$ cat src/rtl/vm_link_pkg.sv
// Shared definitions for the multislope ADC result link: frame geometry, field map,
// command prefix, error codes and the FSM state encodings used by vm_frame_rx and
// vm_cmd_tx.
package vm_link_pkg;

    localparam int unsigned FRAME_BYTES = 6;
    localparam int unsigned FRAME_BITS  = FRAME_BYTES * 8;

    // Run-up length command byte is {CMD_PREFIX, selector}.
    localparam logic [3:0] CMD_PREFIX = 4'h5;

    // Byte offsets from the start of the frame; b0 arrives first.
    localparam int unsigned OFS_RUNUP_CNT_HI = 0;
    localparam int unsigned OFS_RUNUP_CNT_LO = 1;
    localparam int unsigned OFS_RUNUP_SET_HI = 2;
    localparam int unsigned OFS_RUNUP_SET_LO = 3;
    localparam int unsigned OFS_RUNDOWN_HI   = 4;
    localparam int unsigned OFS_RUNDOWN_LO   = 5;

    // Bit positions in the assembled frame word, b0 in the top byte.
    localparam int unsigned BIT_B47           = FRAME_BITS - 1 - 8 * OFS_RUNUP_CNT_HI;
    localparam int unsigned BIT_RUNUP_CNT_MSB = BIT_B47 - 1;
    localparam int unsigned BIT_RUNUP_CNT_LSB = FRAME_BITS - 8 * (OFS_RUNUP_CNT_LO + 1);
    localparam int unsigned BIT_RD_SIGN       = FRAME_BITS - 1 - 8 * OFS_RUNUP_SET_HI;
    localparam int unsigned BIT_RUNUP_SET_MSB = BIT_RD_SIGN - 1;
    localparam int unsigned BIT_RUNUP_SET_LSB = FRAME_BITS - 8 * (OFS_RUNUP_SET_LO + 1);
    localparam int unsigned BIT_RUNDOWN_MSB   = FRAME_BITS - 1 - 8 * OFS_RUNDOWN_HI;
    localparam int unsigned BIT_RUNDOWN_LSB   = FRAME_BITS - 8 * (OFS_RUNDOWN_LO + 1);

    typedef enum logic [1:0] {
        ERR_NONE  = 2'd0,
        ERR_GAP   = 2'd1,
        ERR_B47   = 2'd2,
        ERR_RANGE = 2'd3
    } err_code_t;

    typedef enum logic [1:0] {
        F_IDLE,
        F_COLLECT,
        F_CHECK
    } frame_state_t;

    typedef enum logic [1:0] {
        C_IDLE,
        C_START,
        C_WAIT
    } cmd_state_t;

endpackage

$ cat src/rtl/vm_cmd_tx.sv
// Run-up length command sender. Latches one command byte on cmd_req and hands it to
// a UART transmitter with a start/busy handshake.
// Ports:
//   clk, rst     clock, asynchronous active-high reset
//   cmd_req      one-cycle request, ignored unless idle
//   cmd_sel      run-up selector, sent unmodified in the low nibble
//   tx_busy      transmitter busy
//   tx_start     held high until tx_busy is seen
//   tx_data      command byte
//   cmd_pending  high from acceptance until the transmitter drops busy
module vm_cmd_tx
    import vm_link_pkg::*;
(
    input  logic       clk,
    input  logic       rst,
    input  logic       cmd_req,
    input  logic [3:0] cmd_sel,
    input  logic       tx_busy,
    output logic       tx_start,
    output logic [7:0] tx_data,
    output logic       cmd_pending
);

    cmd_state_t state_q, state_d;
    logic [7:0] data_q, data_d;

    always_ff @(posedge clk or posedge rst) begin
        if (rst) begin
            state_q <= C_IDLE;
            data_q  <= 8'h00;
        end else begin
            state_q <= state_d;
            data_q  <= data_d;
        end
    end

    always_comb begin
        state_d     = state_q;
        data_d      = data_q;
        tx_start    = 1'b0;
        cmd_pending = 1'b1;
        unique case (state_q)
            C_IDLE: begin
                cmd_pending = 1'b0;
                if (cmd_req) begin
                    data_d  = {CMD_PREFIX, cmd_sel};
                    state_d = C_START;
                end
            end
            C_START: begin
                tx_start = 1'b1;
                if (tx_busy) begin
                    state_d = C_WAIT;
                end
            end
            C_WAIT: begin
                if (!tx_busy) begin
                    state_d = C_IDLE;
                end
            end
            default: begin
                cmd_pending = 1'b0;
                state_d     = C_IDLE;
            end
        endcase
    end

    assign tx_data = data_q;

endmodule

$ cat src/rtl/vm_frame_rx.sv
// Host-side receiver for the multislope ADC result link. Reassembles 6-byte frames
// from a UART byte stream, validates them, publishes the fields and the signed
// run-up balance, and sends run-up length commands through vm_cmd_tx.
// Ports:
//   mclk, rst            clock, asynchronous active-high reset
//   rx_data, rx_valid    received byte and its one-cycle strobe
//   cmd_req, cmd_sel     run-up command request and selector
//   tx_busy, tx_start,   transmitter handshake and command byte
//   tx_data, cmd_pending
//   frame_valid          one-cycle strobe, field outputs updated
//   frame_err, err_code  one-cycle strobe for a discarded frame and its reason
//   runup_cnt, runup_set, rundown_sign, rundown_cnt, balance   decoded fields
module vm_frame_rx
    import vm_link_pkg::*;
#(
    parameter int unsigned GAP_CYCLES = 4000
) (
    input  logic        mclk,
    input  logic        rst,
    input  logic [7:0]  rx_data,
    input  logic        rx_valid,
    input  logic        cmd_req,
    input  logic [3:0]  cmd_sel,
    input  logic        tx_busy,
    output logic        tx_start,
    output logic [7:0]  tx_data,
    output logic        cmd_pending,
    output logic        frame_valid,
    output logic        frame_err,
    output logic [1:0]  err_code,
    output logic [14:0] runup_cnt,
    output logic [14:0] runup_set,
    output logic        rundown_sign,
    output logic [15:0] rundown_cnt,
    output logic [16:0] balance
);

    localparam int unsigned      GAP_W    = (GAP_CYCLES > 1) ? $clog2(GAP_CYCLES) : 1;
    localparam logic [GAP_W-1:0] GAP_LAST = GAP_W'(GAP_CYCLES - 1);
    localparam logic [2:0]       IDX_LAST = 3'(FRAME_BYTES - 1);

    frame_state_t          state_q, state_d;
    logic [2:0]            idx_q, idx_d;
    logic [GAP_W-1:0]      gap_q, gap_d;
    logic [FRAME_BITS-1:0] shreg_q, shreg_d;

    logic      pass, fail;
    err_code_t fail_code;

    logic        frame_valid_q, frame_err_q;
    err_code_t   err_code_q;
    logic [14:0] runup_cnt_q, runup_set_q;
    logic        rundown_sign_q;
    logic [15:0] rundown_cnt_q;
    logic [16:0] balance_q;

    // Field view of the assembled frame; only meaningful in F_CHECK.
    logic        f_b47;
    logic [14:0] f_runup_cnt, f_runup_set;
    logic        f_sign;
    logic [15:0] f_rundown;
    logic [16:0] f_balance;

    assign f_b47       = shreg_q[BIT_B47];
    assign f_runup_cnt = shreg_q[BIT_RUNUP_CNT_MSB:BIT_RUNUP_CNT_LSB];
    assign f_sign      = shreg_q[BIT_RD_SIGN];
    assign f_runup_set = shreg_q[BIT_RUNUP_SET_MSB:BIT_RUNUP_SET_LSB];
    assign f_rundown   = shreg_q[BIT_RUNDOWN_MSB:BIT_RUNDOWN_LSB];
    // Both operands zero-extended; |result| <= 32767 so 17 bits never overflow.
    assign f_balance   = {1'b0, f_runup_cnt, 1'b0} - {2'b00, f_runup_set};

    always_ff @(posedge mclk or posedge rst) begin
        if (rst) begin
            state_q        <= F_IDLE;
            idx_q          <= 3'd0;
            gap_q          <= '0;
            shreg_q        <= '0;
            frame_valid_q  <= 1'b0;
            frame_err_q    <= 1'b0;
            err_code_q     <= ERR_NONE;
            runup_cnt_q    <= 15'd0;
            runup_set_q    <= 15'd0;
            rundown_sign_q <= 1'b0;
            rundown_cnt_q  <= 16'd0;
            balance_q      <= 17'd0;
        end else begin
            state_q       <= state_d;
            idx_q         <= idx_d;
            gap_q         <= gap_d;
            shreg_q       <= shreg_d;
            frame_valid_q <= pass;
            frame_err_q   <= fail;
            if (fail) begin
                err_code_q <= fail_code;
            end
            if (pass) begin
                runup_cnt_q    <= f_runup_cnt;
                runup_set_q    <= f_runup_set;
                rundown_sign_q <= f_sign;
                rundown_cnt_q  <= f_rundown;
                balance_q      <= f_balance;
            end
        end
    end

    always_comb begin
        state_d   = state_q;
        idx_d     = idx_q;
        gap_d     = gap_q;
        shreg_d   = shreg_q;
        pass      = 1'b0;
        fail      = 1'b0;
        fail_code = ERR_NONE;
        unique case (state_q)
            F_IDLE: begin
                gap_d = '0;
                if (rx_valid) begin
                    shreg_d = {shreg_q[FRAME_BITS-9:0], rx_data};
                    idx_d   = 3'd1;
                    state_d = F_COLLECT;
                end
            end
            F_COLLECT: begin
                if (rx_valid) begin
                    // A byte on the timeout cycle still counts.
                    shreg_d = {shreg_q[FRAME_BITS-9:0], rx_data};
                    gap_d   = '0;
                    idx_d   = idx_q + 3'd1;
                    if (idx_q == IDX_LAST) begin
                        state_d = F_CHECK;
                    end
                end else if (gap_q == GAP_LAST) begin
                    fail      = 1'b1;
                    fail_code = ERR_GAP;
                    state_d   = F_IDLE;
                end else begin
                    gap_d = gap_q + 1'b1;
                end
            end
            F_CHECK: begin
                gap_d = '0;
                if (f_b47) begin
                    fail      = 1'b1;
                    fail_code = ERR_B47;
                end else if (f_runup_cnt > f_runup_set) begin
                    fail      = 1'b1;
                    fail_code = ERR_RANGE;
                end else begin
                    pass = 1'b1;
                end
                // A byte here is b0 of the next frame; the check above has already
                // consumed the old word, so it can shift straight in.
                if (rx_valid) begin
                    shreg_d = {shreg_q[FRAME_BITS-9:0], rx_data};
                    idx_d   = 3'd1;
                    state_d = F_COLLECT;
                end else begin
                    state_d = F_IDLE;
                end
            end
            default: begin
                state_d = F_IDLE;
            end
        endcase
    end

    vm_cmd_tx u_cmd_tx (
        .clk         (mclk),
        .rst         (rst),
        .cmd_req     (cmd_req),
        .cmd_sel     (cmd_sel),
        .tx_busy     (tx_busy),
        .tx_start    (tx_start),
        .tx_data     (tx_data),
        .cmd_pending (cmd_pending)
    );

    assign frame_valid  = frame_valid_q;
    assign frame_err    = frame_err_q;
    assign err_code     = err_code_q;
    assign runup_cnt    = runup_cnt_q;
    assign runup_set    = runup_set_q;
    assign rundown_sign = rundown_sign_q;
    assign rundown_cnt  = rundown_cnt_q;
    assign balance      = balance_q;

endmodule

$ cat config.mk
export PLATFORM = sky130hd
export DESIGN_NAME = vm_frame_rx
export DESIGN_NICKNAME = d
export VERILOG_FILES = /design/src/rtl/vm_link_pkg.sv /design/src/rtl/vm_cmd_tx.sv /design/src/rtl/vm_frame_rx.sv
export SDC_FILE = /design/constraint.sdc
export NUM_CORES = 1
export LEC_CHECK = 0
export ABC_AREA = 0
export BUFFER_PORTS_ARGS = -buffer_cell sky130_fd_sc_hd__buf_2
export CORE_UTILIZATION = 55
export DETAILED_ROUTE_END_ITERATION = 10
export GPL_TIMING_DRIVEN = 0
export PLACE_DENSITY_LB_ADDON = 0.05
export SLEW_MARGIN = 10
export SYNTH_ARGS = -nofsm -noshare
export SYNTH_HDL_FRONTEND = slang
export SYNTH_HIERARCHICAL = 1
export SYNTH_SLANG_ARGS = --single-unit
$ cat constraint.sdc
create_clock -name mclk -period 4.4 [get_ports mclk]
set_input_delay 0 -clock mclk [delete_from_list [all_inputs] [get_ports mclk]]
set_output_delay 0 -clock mclk [all_outputs]
set_load 0.005 [all_outputs]
# Word-level counts from Yosys, hierarchy flattened
# Index checks and enable logic that the tools add are counted.
# classes
add_sub_neg	3
order_cmp	1
n_eq_ne	15
muxes	31
n_reduce_logical	12
# op_table
cell	n
two-way mux 12 bit	2
one-hot mux 12 bit (2 select lines)	1
two-way mux 2 bit	9
subtractor 16 x 15 -> 17 bit	1
> comparator 15 bit	1
adder 12 x 1 -> 12 bit (second input constant)	1
== test 12 bit (second input constant)	1
two-way mux 1 bit	12
one-hot mux 2 bit (3 select lines)	2
!= test 2 bit (second input constant)	5
!= test 3 bit (second input constant)	3
AND reduction 3 bit	3
two-way mux 3 bit	2
one-hot mux 3 bit (2 select lines)	1
AND reduction 2 bit	3
== test 2 x 1 -> 1 bit (second input constant)	2
== test 2 bit (second input constant)	2
zero test 2 bit	2
one-hot mux 2 bit (2 select lines)	1
OR reduction 2 bit	2
adder 3 x 1 -> 3 bit (second input constant)	1
== test 3 bit (second input constant)	1
OR reduction 3 bit	1
!= test 2 x 1 -> 1 bit (second input constant)	1
other kinds (2)	2
# totals
ff_bits	140
input_bits	17
out_inout_bits	78
word_cells	76

# Logic depth before layout (Yosys ltp)
# Gate-level depths: netlist of run 1.
# depth
ltp_word	4
ltp_mapped	9

# Cells and area by module
# The synthesis of run 1 kept the hierarchy.
# modules_own_cells
module	n_inst	cells_per_inst	area_each_um2	seq_area_each_um2
vm_frame_rx	1	539	6700.2	3303.2
vm_cmd_tx	1	33	394.1	175.2

# Worst setup path before layout of run 1
# No wires, ideal clock.
# synth_timing
path_kind	register to register
start	register shreg_q[18]
end	register balance_q[12], in the netlist balance[12]
arrival_ns	2.109
path_slack_ns	2.166
path_stages_with_launch	10
path_cell_list	dfrtp_1 inv_1 ha_1 a21oi_1 a21oi_1 o311ai_2 a21oi_4 nor2_8 buf_12 mux2_4
# synth_via
elab_chain_len	4
# synth_lines
item	line	source
from (decl)	vm_frame_rx.sv:45	logic [FRAME_BITS-1:0] shreg_q, shreg_d;
from (signal assigned)	vm_frame_rx.sv:90	shreg_q <= shreg_d;
> comparator 15 bit	vm_frame_rx.sv:145	end else if (f_runup_cnt > f_runup_set) begin
two-way mux 1 bit	vm_frame_rx.sv:145	
two-way mux 1 bit	vm_frame_rx.sv:142	if (f_b47) begin
two-way mux 1 bit	vm_frame_rx.sv:114	unique case (state_q)
to (signal assigned)	vm_frame_rx.sv:101	balance_q <= f_balance;
to (decl)	vm_frame_rx.sv:55	logic [16:0] balance_q;
# Parallel ways exist; a longest one is shown, timed or not.
# A chain may end at the register's enable or synchronous reset.

# Final worst setup path of run 1
# layout_timing
start	register shreg_q[29]
end	register rundown_cnt_q[2], in the netlist rundown_cnt[2]
# layout_via
elab_chain_len	4
# layout_lines
item	line	source
> comparator 15 bit	vm_frame_rx.sv:145	
two-way mux 1 bit	vm_frame_rx.sv:145	
two-way mux 1 bit	vm_frame_rx.sv:142	
two-way mux 1 bit	vm_frame_rx.sv:114	
to (signal assigned)	vm_frame_rx.sv:100	rundown_cnt_q <= f_rundown;
to (decl)	vm_frame_rx.sv:54	logic [15:0] rundown_cnt_q;
# Every way passes these cells.

==> results.md, run 1 <==
* Status: complete, no violations
* Most used DFF post-synth: dfrtp_1
* HPWL after DPL at 10800 um
* Die ar. at 13400 um^2
* Area growth syn-to-layout at 21.7%
* IO Port Bufs at 92
* # Max-Cap Violations at 0
* Yosys warns at 6
* Mean routed wirelength per cell at 17.2 um
* Mapped Cells at 572
* Most frequent cells in the layout: dfrtp_1, buf_2, mux2_4
* Flop pwr share at 33.0%
* Sw Pwr at 2.41 mW
* Skew-Pair Late Insertion Delay at 420 ps
* Crit path required time at 4700 ps
* VDD IR max at 0.411 mV
* Vias/cell at 5.44
* Achievable frequency at 0.383 GHz
* CP arrival at 2910 ps
* Post_cts resized at 0
* Clock Skew at 8.20 ps
* TritonCTS clock tree: yes
* Post-DRT Antenna Nets at 0
* Final Power at 6.72 mW
* Clock transition at the registers of the reported paths at 60 ps
* Slew margin rel. at 53.8%
* Crit path max fanout at 10
* First-pass GRT wire length at 24900 um
* GRT Util Overall at 24.7%
* Final setup fails at 0
* Startpoint Class: flip-flop
* PD cells at 779 nW/um^2
* Share of cells above drive strength 1 at 35.7%
* Seq. cell area at 3480 um^2
* Max clock buf depth at 2
* Internal power at 4.31 mW
* Clock share of power at 22.7%
* Min Tclk post-route at 2610 ps
* Total Routed Length at 15300 um
* I/O pins at 95
* Antenna Cells at 0
* Crit path capture type: flip-flop
* Global route total overflow at 0
* Synthesized flop and latch total at 139
* Core footprint at 12600 um^2
* Vias in the first global route at 4890
* Cell breakdown of the critical path: inv_1 > ha_1 > a21oi_1 > nand2_1 > a221oi_2 > a21oi_4 > nor2_8 > buf_12 > mux2_4
* Slowest stage delay, CP at 390 ps
* Routability Congestion at 0.895
* Setup CP Type: reg -> reg
* Unrepaired setup endpoints after global routing: false
* Endpoints failing hold at 0
* Drt first pass iters at 4
* Clock root cell: clkbuf_16
* Clock sinks at 139
* Row count at 41
* CP max-delay cell: dfrtp_1
* Fin nets at 763
* TNS Setup at 0 ps
* Max Slew Vio Count at 0
* Sequential fraction of the synthesis area at 49.0%
* Post-synth EDFFs at 0
* DR iter-0 viols at 283
* Largest net degree at the start of global routing at 72
* CTS buffer count at 17
* H-tree Lvls at 4
* Worst-Margin Slew at 694 ps
* Sw frac at 35.8%
* Total of fill cells in the finished design at 965
* Area of the multi-input gates at 3320 um^2
* Post-synth ARST share at 100%
* Chip width at 116 um
* Mean post-synth cell area at 12.4 um^2
* Pleak at 4.09 nW
* Worst hold path type: in -> async
* Chip height at 116 um
* Yosys cell types at 60
* Initial antenna violation count at 0
* Post-Syn Area at 7090 um^2
* DRC viols at 0
* Initial Utilization at 56.2%
* Period utilization at 59.4%
* Vias at 4832
* Most common cell after layout, fill and taps aside: dfrtp_1
* Combinational Power Share at 44.3%
## power groups by stage
stage / registers, mW / logic (mW) / clock network [mW]
after floorplan: 2.13 / 2.13 / 0
after global routing: 2.28 / 3.31 / 1.61
after CTS: 2.22 / 2.99 / 1.55
final: 2.22 / 2.98 / 1.53
after global placement: 2.21 / 2.83 / 0
after detailed placement: 2.23 / 2.92 / 0
## critical path: cells and delay by family (launching register included)
kind                       cells  cell delay [ps]
AOI/OAI and AO/OA              3              680
and+or+nand+nor                2              420
DFF                            1              390
adders and majority gates      1              360
buffers and inverters          2              320
muxes                          1              310
## synth_stat cells, types with 2 or more instances
library cell,number,area (um^2)
xnor2_1,6,52.6
nand3_1,5,25.0
ha_1,40,500
a21o_1,2,15.0
buf_2,3,15.0
o41ai_1,2,17.5
mux2_4,60,901
a21boi_0,3,22.5
or3_1,2,12.5
and3_1,5,31.3
o31ai_1,4,30.0
clkbuf_1,6,22.5
nor3b_1,2,15.0
a2111oi_0,2,17.5
o21a_1,3,22.5
o311ai_2,2,32.5
o21bai_1,4,30.0
o21ai_1,2,10.0
inv_1,26,97.6
a31oi_1,2,12.5
o21ai_0,49,245
buf_4,5,37.5
nor2b_1,5,31.3
o211ai_1,2,15.0
nor3_1,6,30.0
buf_12,6,120
nor2_1,23,86.3
a21oi_1,20,100
nand2b_1,6,37.5
a211oi_1,4,30.0
nand2_1,47,176
xor2_1,5,43.8
dfrtp_1,139,3480
o22ai_1,2,12.5
mux2_2,40,450
nand4_1,6,37.5
mux2i_1,3,30.0
## kinds of logic (layout without fill, tap and decap cells)
kind of cell	Yosys count	after routing	share of synthesized area (%)
flops	139	139	49.0
other cells	1	2	0.0529
compound gates	109	109	9.74
fa+ha+maj	41	41	7.34
xor+xnor	11	11	1.36
buf+inv	47	191	4.18
mux	103	103	19.5
simple gates	121	121	8.84
## worst paths after layout
kind	start	endpoint	slack, ps	depth (start not counted)
worst max-delay path	shreg_q[29]$_DFFE_PP0P_	rundown_cnt[2]$_DFFE_PP0P_	1790	9
worst min-delay path	rst	u_cmd_tx/state_q[0]$_DFFE_PP0P_	90	3
worst max register to register	shreg_q[29]$_DFFE_PP0P_	rundown_cnt[2]$_DFFE_PP0P_	1790	9
worst min register to register	err_code[1]$_DFFE_PP0P_	err_code[1]$_DFFE_PP0P_	480	2
max in group asynchronous	rst	shreg_q[15]$_DFFE_PP0P_	3430	4
min in group mclk	rx_data[5]	shreg_q[5]$_DFFE_PP0P_	350	3
## routing by layer
metal	wire, um	vias up	part of all wire [%]	global-route usage [%]
li1	-	2295	-	-
met1	7080	2428	46	32.8
met2	7440	92	49	40.4
met3	599	17	3.9	5.86
met4	165	0	1.1	7.27
met5	0	-	0	0
## layout make-up
type                    count  area share (%)
clock inverters            13            2.22
plain buffers              21            2.30
flip-flops and latches    139            40.3
repair buffers            113            7.97
well taps                 172            2.49
inverters                  26            1.19
multi-input cells         387            38.5
clock buffers              18            5.08
## stage by stage
stage | util [%] | setup slack (ps) | std cells | cell area [um^2] | hold WS (ps)
after floorplan | - | 874 | 573 | 7100 | -197
after CTS | 68.4 | 1790 | 889 | 8640 | 95.4
after detailed placement | 61.9 | 1830 | 838 | 7810 | -12.0
after global placement | 61.6 | -519 | 837 | 7770 | -56.6
final | 68.4 | 1790 | 889 | 8640 | 92.1
after global routing | 68.4 | 1680 | 889 | 8640 | 134
## flip-flops by register name, summed over array words and instances (netlist names), 2 cells and up
register          flops
balance              16
err_code              2
gap_q                12
idx_q                 3
rundown_cnt          16
runup_cnt            15
runup_set            15
shreg_q              48
state_q               2
u_cmd_tx/state_q      2
u_cmd_tx/tx_data      5
## what timing repair did
item                      in CTS  in global routing
hold endpoints to repair      83                  0
hold buffers                  20                  0
setup buffers                  0                  0
Note: power is estimated with default switching activity, not from simulation.
==> inputs of run 2 (changes only) <==
==> constraint.sdc (replaced) <==
create_clock -name mclk -period 2.5 [get_ports mclk]
set_input_delay 0 -clock mclk [delete_from_list [all_inputs] [get_ports mclk]]
set_output_delay 0 -clock mclk [all_outputs]
set_load 0.005 [all_outputs]
==> run 2 against run 1 <==
  * Clock power increased by 69%
  * Routed wire length increased by 2.8%
  * Global-route usage increased by 0.38 points
  * Count of clock-buffer cells in the layout increased by 1
  * Clock skew increased by 3.7 ps
  * Worst hold slack got worse by 8.8 ps
  * Power increased by 78%
  * Register-to-register slack got worse by 1700 ps
  * Largest cell class unchanged
  * Highest routed layer unchanged
==> results.md, run 2 (same netlist as run 1, synthesis figures left out) <==
* Crit path required time at 2800 ps
* Final worst slack at 98.9 ps
* Final Power at 12.0 mW
* Largest net degree at the start of global routing at 34
* Chip width at 116 um
* Total Routed Length at 15700 um
* Global route total overflow at 0
* Initial Utilization at 56.2%
* Pleak at 4.15 nW
* # Max-Cap Violations at 0
* Startpoint Class: flip-flop
* Core footprint at 12600 um^2
* Setup CP Type: reg -> reg
* Skew-Pair Late Insertion Delay at 420 ps
* Clock root cell: clkbuf_16
* IO Port Bufs at 92
* H-tree Lvls at 4
* Area growth syn-to-layout at 23.6%
* Clock Skew at 11.9 ps
* TritonCTS clock tree: yes
* PD cells at 1370 nW/um^2
* Crit path max fanout at 6
* Endpoints failing hold at 0
* Clock sinks at 139
* Worst-Margin Slew at 688 ps
* CP arrival at 2710 ps
* Hold_ws at 83.2 ps
* Status: complete, no violations
* Most common cell after layout, fill and taps aside: dfrtp_1
* Area of the multi-input gates at 3340 um^2
* Die ar. at 13400 um^2
* Most flops, register: shreg_q
* Post-DRT Antenna Nets at 0
* Routability Congestion at 0.888
* Vias at 4914
* VDD IR max at 0.687 mV
* Max clock buf depth at 2
* Drt first pass iters at 4
* Chip height at 116 um
* DRC viols at 0
* Clock transition at the registers of the reported paths at 60 ps
* Min Tclk post-route at 2400 ps
* Vias in the first global route at 4910
* Total of fill cells in the finished design at 947
* Period utilization at 96.0%
* Antenna Cells at 0
* Crit path capture type: flip-flop
* Row count at 41
* GRT Util Overall at 25.1%
* Seq. cell area at 3480 um^2
* Max reg flops at 48
* Max Slew Vio Count at 0
* Most frequent cells in the layout: dfrtp_1, buf_2, mux2_4
* Final setup fails at 0
* Share of cells above drive strength 1 at 37.2%
* First-pass GRT wire length at 25200 um
* Worst slack at placement at -41.5 ps
* Mean routed wirelength per cell at 17.4 um
* HPWL after DPL at 11100 um
* Final core utilization at 69.5%
* Worst hold path type: in -> async
* Fin nets at 774
* DR iter-0 viols at 316
* I/O pins at 95
* CTS buffer count at 17
* Achievable frequency at 0.416 GHz
* Slew margin rel. at 54.2%
* Vias/cell at 5.45
* Initial antenna violation count at 0
run 2: timing repair:
| action | 4_1_cts | 5_1_grt |
|---|---|---|
| setup endpoints to repair | 59 | 60 |
| hold buffers | 20 | 0 |
| buffers inserted | 3 | 5 |
| resized for setup | 1 | 8 |
| endpoints found under the hold margin | 45 | 0 |
| pin swaps | 1 | 4 |
run 2: area by class of cell:
type                            count  area share (%)
Buffer                             21            2.27
Clock buffer                       19            5.05
Clock inverter                     13            1.90
Inverter                           26            1.16
Multi-Input combinational cell    387            38.1
Sequential cell                   139            39.7
Tap cell                          172            2.45
Timing Repair Buffer              124            9.36
run 2: per-stage QoR:
stage / cell area, um^2 / cells / setup TNS (ps)
after floorplan: 7100 / 573 / 0
after global placement: 7780 / 837 / -358
after detailed placement: 7870 / 841 / -937
after CTS: 8710 / 896 / 0
after global routing: 8770 / 901 / -1.48
final: 8770 / 901 / 0
run 2: worst max-delay path, stage by stage, from the launching register on:
cell      delay, ps
dfrtp_1         480
fa_1            470
nand2b_1        210
a21oi_2         170
o211ai_1        190
buf_4           190
a211oi_2        200
xor2_1          100
mux2_4          270
run 2: path summary, 6_finish.rpt:
| check | slack (ps) | end | startpoint | depth (start not counted) |
|---|---|---|---|---|
| hold / removal | 80 | u_cmd_tx/tx_data[4]$_DFFE_PP0P_ | rst | 3 |
| min in group mclk | 350 | shreg_q[6]$_DFFE_PP0P_ | rx_data[6] | 3 |
| setup / recovery | 100 | balance[14]$_DFFE_PP0P_ | shreg_q[16]$_DFFE_PP0P_ | 8 |
| max in group asynchronous | 1350 | shreg_q[16]$_DFFE_PP0P_ | rst | 6 |
| setup reg to reg | 100 | balance[14]$_DFFE_PP0P_ | shreg_q[16]$_DFFE_PP0P_ | 8 |
| hold reg to reg | 490 | err_code[1]$_DFFE_PP0P_ | err_code[1]$_DFFE_PP0P_ | 2 |
run 2: metal layers:
layer | share of wire [%] | track usage (%)
met5 | 0 | 0
met4 | 0.69 | 7.19
met1 | 48 | 34.1
met3 | 3.3 | 5.75
met2 | 48 | 40.4
run 2: where the power goes:
part | internal, mW | switching [mW]
clock network | 1.60 | 0.989
logic | 2.89 | 2.59
registers | 3.15 | 0.766
total | 7.64 | 4.35
==> inputs of run 3 (changes only) <==
--- a/config.mk
+++ b/config.mk
@@ -7,7 +7,7 @@
 export LEC_CHECK = 0
 export ABC_AREA = 0
 export BUFFER_PORTS_ARGS = -buffer_cell sky130_fd_sc_hd__buf_2
-export CORE_UTILIZATION = 55
+export CORE_UTILIZATION = 60
 export DETAILED_ROUTE_END_ITERATION = 10
 export GPL_TIMING_DRIVEN = 0
 export PLACE_DENSITY_LB_ADDON = 0.05
==> constraint.sdc (replaced) <==
create_clock -name mclk -period 3 [get_ports mclk]
set_input_delay 0 -clock mclk [delete_from_list [all_inputs] [get_ports mclk]]
set_output_delay 0 -clock mclk [all_outputs]
set_load 0.005 [all_outputs]
==> run 3 against run 2 <==
  * Utilization grew 5.7 points
  * Largest power group unchanged
  * Sequential cell count is the same
  * Worst setup slack gained 280 ps
  * Power shrank 18%
  * Critical endpoint is now balance[12]$_DFFE_PP0P_
  * Sequential power shrank 17%
  * Maximum frequency shrank 8.4%
  * Sequential share of layout area grew 0.69 points
==> results.md, run 3 (same netlist as run 1, synthesis figures left out) <==
* Max clock buf depth at 2
* DR iter-0 viols at 291
* Antenna Cells at 0
* Post-route cell area at 8620 um^2
* # Max-Cap Violations at 0
* Setup CP Type: reg -> reg
* Number of buffer and inverter stages on the critical path at 1
* Crit path capture type: flip-flop
* Worst Setup EP: balance[12]$_DFFE_PP0P_
* Unrepaired setup endpoints after global routing: false
* Setup bufs post-CTS at 0
* Cell breakdown of the critical path: ha_1 > a21oi_1 > a21oi_1 > o311ai_2 > a21oi_4 > nor2_8 > buf_12 > mux2_4
* Clock transition at the registers of the reported paths at 60 ps
* IO Port Bufs at 92
* Status: complete, no violations
* H-tree Lvls at 4
* Vias in the first global route at 5138
* Mean routed wirelength per cell at 18.3 um
* Achievable frequency at 0.381 GHz
* Final core utilization at 75.2%
* Hold_ws at 116 ps
* Period utilization at 87.4%
* Largest net degree at the start of global routing at 36
* Final setup fails at 0
* Total Routed Length at 15800 um
* HPWL after DPL at 11100 um
* Chip height at 111 um
* Slew margin rel. at 53.0%
* First-pass GRT wire length at 26700 um
* Fin nets at 764
* Crit path required time at 3300 ps
* I/O pins at 95
* Top cell family by delay on the critical path: compound AO/OA/AOI/OAI gates
* Row count at 39
* Placed cells at 812
* Final worst slack at 378 ps
* Vias/cell at 5.74
* Clock Skew at 7.95 ps
* Area growth syn-to-layout at 21.5%
* DRC viols at 0
* Worst-Margin Slew at 706 ps
* Most common cell after layout, fill and taps aside: dfrtp_1
* Endpoints failing hold at 0
* Critical path depth in cells at 8
* Clock sinks at 139
* Routability Congestion at 0.883
* TritonCTS clock tree: yes
* R2R depth at 8
* Final Power at 9.80 mW
* CP arrival at 2920 ps
* VDD IR max at 0.843 mV
* Crit path max fanout at 10
* Skew-Pair Late Insertion Delay at 420 ps
* # hold bufs at CTS at 18
* CTS buffer count at 17
* Initial Utilization at 61.9%
* Clock root cell: clkbuf_16
* Dpl cell area at 7830 um^2
* Post-DRT Antenna Nets at 0
* CP most frequent cell: a21oi_1
* Slowest stage delay, CP at 480 ps
* Die ar. at 12300 um^2
* Chip width at 111 um
* Initial antenna violation count at 0
* Drt first pass iters at 5
* Worst R2R End: balance[12]$_DFFE_PP0P_
* Vias at 4948
* Worst slack at placement at 421 ps
* Reg2reg setup slack at 380 ps
* Post-route insts no fill at 862
* Setup crit start: shreg_q[34]$_DFFE_PP0P_
* Post_cts resized at 0
* PD cells at 1140 nW/um^2
* Most flops, register: shreg_q
* Min Tclk post-route at 2620 ps
* Worst hold path type: in -> async
* Total of fill cells in the finished design at 768
* Max Slew Vio Count at 0
* CP max-delay cell: dfrtp_1
* TNS Setup at 0 ps
* Max reg flops at 48
* Startpoint Class: flip-flop
* Reg2reg start: shreg_q[34]$_DFFE_PP0P_
* Pleak at 4.10 nW
* GRT Util Overall at 28.0%
* Core footprint at 11500 um^2
* Share of cells above drive strength 1 at 36.0%
* Most frequent cells in the layout: dfrtp_1, buf_2, mux2_4
* Global route total overflow at 0
-- run 3: area by class of cell --
class	count	area [um^2]	share of cell area, %
Clock inverter	13	166	1.93
Timing Repair Buffer	114	728	8.45
Inverter	26	101	1.18
Multi-Input combinational cell	387	3320	38.6
Sequential cell	139	3480	40.4
Buffer	21	199	2.31
Clock buffer	19	443	5.14
Tap cell	143	179	2.08
-- run 3: power breakdown --
part,switching [mW],leakage (nW),internal (mW)
Clock,0.822,0.290,1.34
Combinational,2.10,2.08,2.27
Sequential,0.641,1.73,2.63
Total,3.56,4.10,6.24
-- run 3: how the worst min path moves through the flow --
stage,start,end
floorplan,rst,u_cmd_tx/state_q[0]$_DFFE_PP0P_
global placement,rst,u_cmd_tx/tx_data[3]$_DFFE_PP0P_
detailed placement,rst,u_cmd_tx/tx_data[3]$_DFFE_PP0P_
CTS,rst,u_cmd_tx/tx_data[1]$_DFFE_PP0P_
global route,rst,u_cmd_tx/tx_data[1]$_DFFE_PP0P_
finish,rst,u_cmd_tx/tx_data[0]$_DFFE_PP0P_
-- run 3: layer usage --
metal  vias up  global-route usage [%]  part of all wire (%)
met4         0                    7.64                   1.3
met2       131                    46.1                    49
met3        20                    6.67                   4.0
met5         -                       0                     0
li1       2307                       -                     -
met1      2490                    37.1                    45
-- run 3: tightest hold or removal path: cells and delay by family --
family,cells,cell delay (ps)
buffers and inverters,3,910
